==> config.mk <==
export PLATFORM = sky130hd
export DESIGN_NAME = ux607_uart_icb_master
export DESIGN_NICKNAME = d
export VERILOG_FILES = /design/src/rtl/ux607_uart_icb_master.sv
export SDC_FILE = /design/constraint.sdc
export NUM_CORES = 1
export LEC_CHECK = 0
export CORE_MARGIN = 3
export CORE_UTILIZATION = 50
export DETAILED_ROUTE_END_ITERATION = 12
export DONT_BUFFER_PORTS = 1
export SLEW_MARGIN = 40
export SYNTH_ARGS = -nofsm -noshare
export SYNTH_HDL_FRONTEND = slang
export SYNTH_SLANG_ARGS = --single-unit
==> constraint.sdc <==
create_clock -name clock -period 5.3 [get_ports clock]
set_input_delay 0.265 -clock clock [delete_from_list [all_inputs] [get_ports clock]]
set_output_delay 0.265 -clock clock [all_outputs]
set_load 0.05 [all_outputs]
==> src/rtl/ux607_uart_icb_master.sv <==
// ux607_uart_icb_master: UART 8N1 host port that turns 'W'/'R' packets into single 32-bit ICB transactions
module ux607_uart_icb_master #(
  parameter int CLK_DIV = 868,
  parameter int PA_SIZE = 32
) (
  input  logic               clock,
  input  logic               reset,
  output logic               o_icb_cmd_valid,
  input  logic               i_icb_cmd_ready,
  output logic [PA_SIZE-1:0] o_icb_cmd_addr,
  output logic               o_icb_cmd_read,
  output logic [31:0]        o_icb_cmd_wdata,
  input  logic               i_icb_rsp_valid,
  output logic               o_icb_rsp_ready,
  input  logic [31:0]        i_icb_rsp_rdata,
  input  logic               io_port_rxd,
  output logic               io_port_txd,
  output logic               o_busy
);
  localparam int CW = $clog2(CLK_DIV);
  localparam logic [CW-1:0] BIT_END = CW'(CLK_DIV - 1);
  localparam logic [CW-1:0] HALF_END = CW'(CLK_DIV / 2 - 1);
  typedef enum logic [1:0] {RX_IDLE, RX_START, RX_DATA, RX_STOP} rx_state_t;
  typedef enum logic [2:0] {IDLE, ADDR, WDATA, CMD, RSP, TX} state_t;
  logic            r_rx_meta, r_rx_sync;
  rx_state_t       r_rx_state, w_rx_next;
  logic [CW-1:0]   r_rx_cnt;
  logic [2:0]      r_rx_bit;
  logic [7:0]      r_rx_shift;
  logic            w_rx_strobe, w_rx_ferr;
  state_t          r_state, w_next;
  logic [1:0]      r_byte_cnt;
  logic [31:0]     r_addr, r_wdata, r_rdata;
  logic            r_read;
  logic [2:0]      r_tx_idx;
  logic            r_tx_busy;
  logic [9:0]      r_tx_shift;
  logic [CW-1:0]   r_tx_cnt;
  logic [3:0]      r_tx_bit;
  logic            w_tx_load, w_tx_done, w_more, w_is_cmd;
  logic [1:0]      w_sh;
  logic [7:0]      w_tx_byte;
  assign w_rx_strobe = r_rx_state == RX_STOP && r_rx_cnt == BIT_END && r_rx_sync;
  assign w_rx_ferr = r_rx_state == RX_STOP && r_rx_cnt == BIT_END && !r_rx_sync;
  assign w_is_cmd = r_rx_shift == 8'h57 || r_rx_shift == 8'h52;
  assign w_more = r_read && r_tx_idx != 3'd5;
  assign w_tx_done = r_tx_busy && r_tx_cnt == BIT_END && r_tx_bit == 4'd9;
  assign w_tx_load = (r_state == IDLE && w_rx_strobe && !w_is_cmd) || (r_state == RSP && i_icb_rsp_valid) || (r_state == TX && w_tx_done && w_more);
  assign w_sh = 2'(r_tx_idx - 3'd1);
  assign w_tx_byte = r_state == TX ? r_rdata[{w_sh, 3'b000} +: 8] : r_state == IDLE ? 8'h45 : 8'h4B;
  assign o_icb_cmd_valid = r_state == CMD;
  assign o_icb_rsp_ready = r_state == RSP;
  assign o_busy = r_state != IDLE;
  assign o_icb_cmd_read = r_read;
  assign o_icb_cmd_wdata = r_wdata;
  assign o_icb_cmd_addr = PA_SIZE'({r_addr[31:2], 2'b00});
  assign io_port_txd = !r_tx_busy || r_tx_shift[0];
  // Two-flop synchroniser for the asynchronous RX line; idles high so reset never looks like a start bit.
  always_ff @(posedge clock)
    if (reset) {r_rx_meta, r_rx_sync} <= 2'b11;
    else {r_rx_meta, r_rx_sync} <= {io_port_rxd, r_rx_meta};
  // RX framer next state: start re-checked at half bit, then 8 data bits and the stop bit at bit spacing.
  always_comb begin
    w_rx_next = r_rx_state;
    case (r_rx_state)
      RX_IDLE:  if (!r_rx_sync) w_rx_next = RX_START;
      RX_START: if (r_rx_cnt == HALF_END) w_rx_next = r_rx_sync ? RX_IDLE : RX_DATA;
      RX_DATA:  if (r_rx_cnt == BIT_END && r_rx_bit == 3'd7) w_rx_next = RX_STOP;
      default:  if (r_rx_cnt == BIT_END) w_rx_next = RX_IDLE;
    endcase
  end
  // RX state, bit timer and LSB-first shift register.
  always_ff @(posedge clock)
    if (reset) begin
      r_rx_state <= RX_IDLE;
      r_rx_cnt <= '0;
      r_rx_bit <= '0;
      r_rx_shift <= '0;
    end else begin
      r_rx_state <= w_rx_next;
      r_rx_cnt <= (r_rx_state == RX_IDLE || w_rx_next != r_rx_state || r_rx_cnt == BIT_END) ? '0 : r_rx_cnt + 1'b1;
      if (r_rx_state == RX_DATA && r_rx_cnt == BIT_END) begin
        r_rx_shift <= {r_rx_sync, r_rx_shift[7:1]};
        r_rx_bit <= r_rx_bit + 1'b1;
      end
    end
  // Packet parser / ICB sequencer next state; a framing error mid-packet drops back to IDLE silently.
  always_comb begin
    w_next = r_state;
    case (r_state)
      IDLE:    if (w_rx_strobe) w_next = w_is_cmd ? ADDR : TX;
      ADDR:    w_next = w_rx_ferr ? IDLE : (w_rx_strobe && r_byte_cnt == 2'd3) ? (r_read ? CMD : WDATA) : ADDR;
      WDATA:   w_next = w_rx_ferr ? IDLE : (w_rx_strobe && r_byte_cnt == 2'd3) ? CMD : WDATA;
      CMD:     if (i_icb_cmd_ready) w_next = RSP;
      RSP:     if (i_icb_rsp_valid) w_next = TX;
      default: if (w_tx_done && !w_more) w_next = IDLE;
    endcase
  end
  // Sequencer state plus address/data assembly, read-data capture and reply byte index.
  always_ff @(posedge clock)
    if (reset) begin
      r_state <= IDLE;
      r_byte_cnt <= '0;
      r_addr <= '0;
      r_wdata <= '0;
      r_rdata <= '0;
      r_read <= 1'b0;
      r_tx_idx <= '0;
    end else begin
      r_state <= w_next;
      if (r_state == IDLE) r_byte_cnt <= '0;
      if (r_state == IDLE && w_rx_strobe) r_read <= r_rx_shift == 8'h52;
      if (w_rx_strobe && (r_state == ADDR || r_state == WDATA)) r_byte_cnt <= r_byte_cnt + 1'b1;
      if (w_rx_strobe && r_state == ADDR) r_addr <= {r_rx_shift, r_addr[31:8]};
      if (w_rx_strobe && r_state == WDATA) r_wdata <= {r_rx_shift, r_wdata[31:8]};
      if (r_state == RSP && i_icb_rsp_valid) r_rdata <= i_icb_rsp_rdata;
      if (w_tx_load) r_tx_idx <= r_state == TX ? r_tx_idx + 1'b1 : 3'd1;
    end
  // TX serialiser: start, 8 data bits, stop; a load on the final stop cycle chains frames with no gap.
  always_ff @(posedge clock)
    if (reset) begin
      r_tx_busy <= 1'b0;
      r_tx_shift <= '0;
      r_tx_cnt <= '0;
      r_tx_bit <= '0;
    end else if (w_tx_load) begin
      r_tx_busy <= 1'b1;
      r_tx_shift <= {1'b1, w_tx_byte, 1'b0};
      r_tx_cnt <= '0;
      r_tx_bit <= '0;
    end else if (r_tx_busy) begin
      r_tx_cnt <= r_tx_cnt == BIT_END ? '0 : r_tx_cnt + 1'b1;
      if (r_tx_cnt == BIT_END) begin
        r_tx_shift <= {1'b0, r_tx_shift[9:1]};
        r_tx_bit <= r_tx_bit + 1'b1;
        if (r_tx_bit == 4'd9) r_tx_busy <= 1'b0;
      end
    end
endmodule

==> metrics.txt <==
Post-synth ARST share=0%; share of the synthesized area in the top cell type=between 40% and 50%; period utilization=between 40% and 50%; critical path class=flip-flop to flip-flop; via count=approximately 5000; register area share after synthesis=between 40% and 50%; Slew Viols, Final=0; Root Driver=clkbuf_16; GRT Residual Overflow=0; global placer's final weighted congestion=0.8659; Cell Rows=40; total routed wirelength=between 10000 and 15000 um; 1st-pass router iterations=4; H-tree Lvls=4; Post-route DRC=0; Slew @ Worst Pin=about 0.77 ns; setup repair bufs after CTS=0; final std cells w/o fill=around 930; Synth Register Bits=between 150 and 200; Pwr Density=371.4 nW/um^2; required time worst endpoint=5.57 ns; Synth warnings=0; most common cell in the netlist=nand2_1; die width=approximately 120 um; peak supply drop=roughly 0.25 mV; core area=about 12000 um^2; number of setup violations in the final report=0; largest net degree at the start of global routing=135; footprint of the multi-input gates=3039 um^2; Mapped Avg Cell Area=8.512 um^2; Layout Cell Area excl Fill=7320 um^2; # clock sinks=approximately 150; RSZ-0062 raised after global routing=no; dpl ws=roughly 2.7 ns; cell count after synthesis=about 750; Synth Cell Area=around 6300 um^2; number of top-level pins=106; initial core utilization=roughly 52%; Die H=around 120 um; wire length per cell=about 15 um; NumNets Final=800; Worst setup SP type=flip-flop; Post-Route Skew=between 0.007 and 0.008 ns; Synth cell types=56; Pleak=roughly 0.0025 uW; CTS tree=built; Slew HR=roughly 49%; fill cell count=roughly 1100; Fin Hold WS=~0.043 ns; Final Hold Fails=0; Worst setup startpoint=r_tx_idx[0]$_SDFFE_PP0N_; hold crit path type=input pin to flip-flop; f_max=about 390 MHz; dpl hpwl=about 8900 um; crit path DAT=~2.8 ns; top cells by count, synth=211 x nand2_1, 153 x dfxtp_1, 106 x a21oi_1; 1st-iter DRT viols=between 300 and 400; total placed cells including tap cells=a little under 900; area grow syn2layout=15.27%; Detail Route Antenna Nets=0; clk buf depth=2; flop2flop setup slack=approximately 2.7 ns; Critical Path Fanout Max=15; die area=around 14000 um^2; Top FF cell, synth=dfxtp_1; first-pass GRT wire length=approximately 24000 um; initial antenna violation count=0; crit end category=flip-flop; antenna cell count=0; GRT Total Usage=between 20 and 25%; post-cts gate resize count=0; number of synthesized flops with an enable pin=0; top cell type by total area after synthesis=dfxtp_1; share of cells above drive strength 1=under 10%; RR Startpoint=r_tx_idx[0]$_SDFFE_PP0N_; Final TNS setup=0 ns; Reg area=between 3000 and 4000 um^2; placed cell area=6354 um^2; hold_sp=reset; Port Buffer Count=0; leading post-synthesis cells by cell area=dfxtp_1 48%, nand2_1 12%, a21oi_1 8.4%; clock insertion delay at the later pin of the skew report=about 0.42 ns; vias per inst=5.405; Final WS setup=~2.7 ns; Period minus WS final=2.562 ns; vias in the first global route=around 4800; TritonCTS buffer count=17; max-cap violations=0; status=finished clean; clk slew on worst S/H paths=about 0.060 ns; Hold-fix buffers, CTS=35
[through the flow]
stage | utilization (%) | power [uW]
floorplan | - | 1470
global placement | 51.92 | 1485
detailed placement | 52.03 | 1497
CTS | 59.94 | 2740
global route | 59.94 | 2829
finish | 59.94 | 2718
[state kept, by name, summed over array words and instances, names as in the netlist, 2 cells and up]
name / count
r_addr: 30
r_tx_cnt: 10
r_rdata: 32
o_icb_cmd_wdata: 32
r_byte_cnt: 2
r_tx_shift: 10
r_state: 3
r_rx_cnt: 10
r_rx_state: 2
r_rx_bit: 3
r_tx_idx: 3
r_rx_shift: 8
r_tx_bit: 4
[power by group]
| group | internal (uW) | switching, uW |
|---|---|---|
| registers | 1190 | 40.5 |
| logic | 102 | 182 |
| clock network | 741 | 463 |
| total | 2030 | 685 |
[final cells by class]
| cell class | count | share of cell area, % |
|---|---|---|
| clock buffers | 21 | 6.564 |
| clock inverters | 10 | 1.607 |
| inverters | 7 | 0.3590 |
| multi-input cells | 537 | 41.52 |
| flip-flops and latches | 153 | 41.85 |
| well taps | 168 | 2.872 |
| repair buffers | 37 | 5.231 |
[cell families after synthesis]
family / after synthesis / share of synthesized area [%]
other: 1 / 0.05906
AO/OA/AOI/OAI: 142 / 12.93
flip-flops: 153 / 48.24
AND/OR/NAND/NOR: 335 / 23.72
buffers and inverters: 57 / 4.276
adder cells (fa/ha/maj): 10 / 1.970
XOR/XNOR: 21 / 2.897
multiplexers: 27 / 5.911
[cell usage in the layout (no fill, tap or decap), types with 3 or more instances in the layout]
master and n:
clkinvlp_4 4, clkbuf_16 17, mux2_2 4, dlygate4sd3_1 34, inv_1 7, mux2i_1 15, and3_1 7, nand2b_1 4
nand3b_1 3, nor2_1 44, nand2_1 209, nand4_1 11, xnor2_1 7, o21ai_0 6, clkbuf_8 4, dfxtp_1 153
a21oi_1 106, nor3_1 13, nor2b_1 5, a31oi_1 3, or3_1 3, nand3_1 7, xor2_1 14, o31ai_1 4
mux4_2 8, ha_1 10, or2_2 4, nor2_2 4, a211oi_1 7, and4_1 3
[per-layer routing]
layer / GRT usage [%] / vias to the layer above / part of all wire, %
li1: - / 2539 / -
met1: 25.78 / 2396 / 45
met2: 33.25 / 91 / 49
met3: 7.177 / 17 / 5.4
met4: 5.286 / 0 / 1.0
met5: 0 / - / 0
[critical path, cell delays in order, from the launching register on]
cell and delay [ns]:
dfxtp_1 0.49, ha_1 0.30, a21boi_0 0.23, nand4_1 0.28, nor2_2 0.38, or2_1 0.58
a211oi_1 0.15
[path summary, 6_finish.rpt]
check / end / depth (start not counted)
worst max-delay path: r_tx_shift[2]$_SDFFE_PP0P_ / 6
worst min-delay path: r_tx_idx[1]$_SDFFE_PP0N_ / 3
worst max register to register: r_tx_shift[2]$_SDFFE_PP0P_ / 6
worst min register to register: r_rx_sync$_SDFF_PP1_ / 1
(Power assumes the default switching activity.)
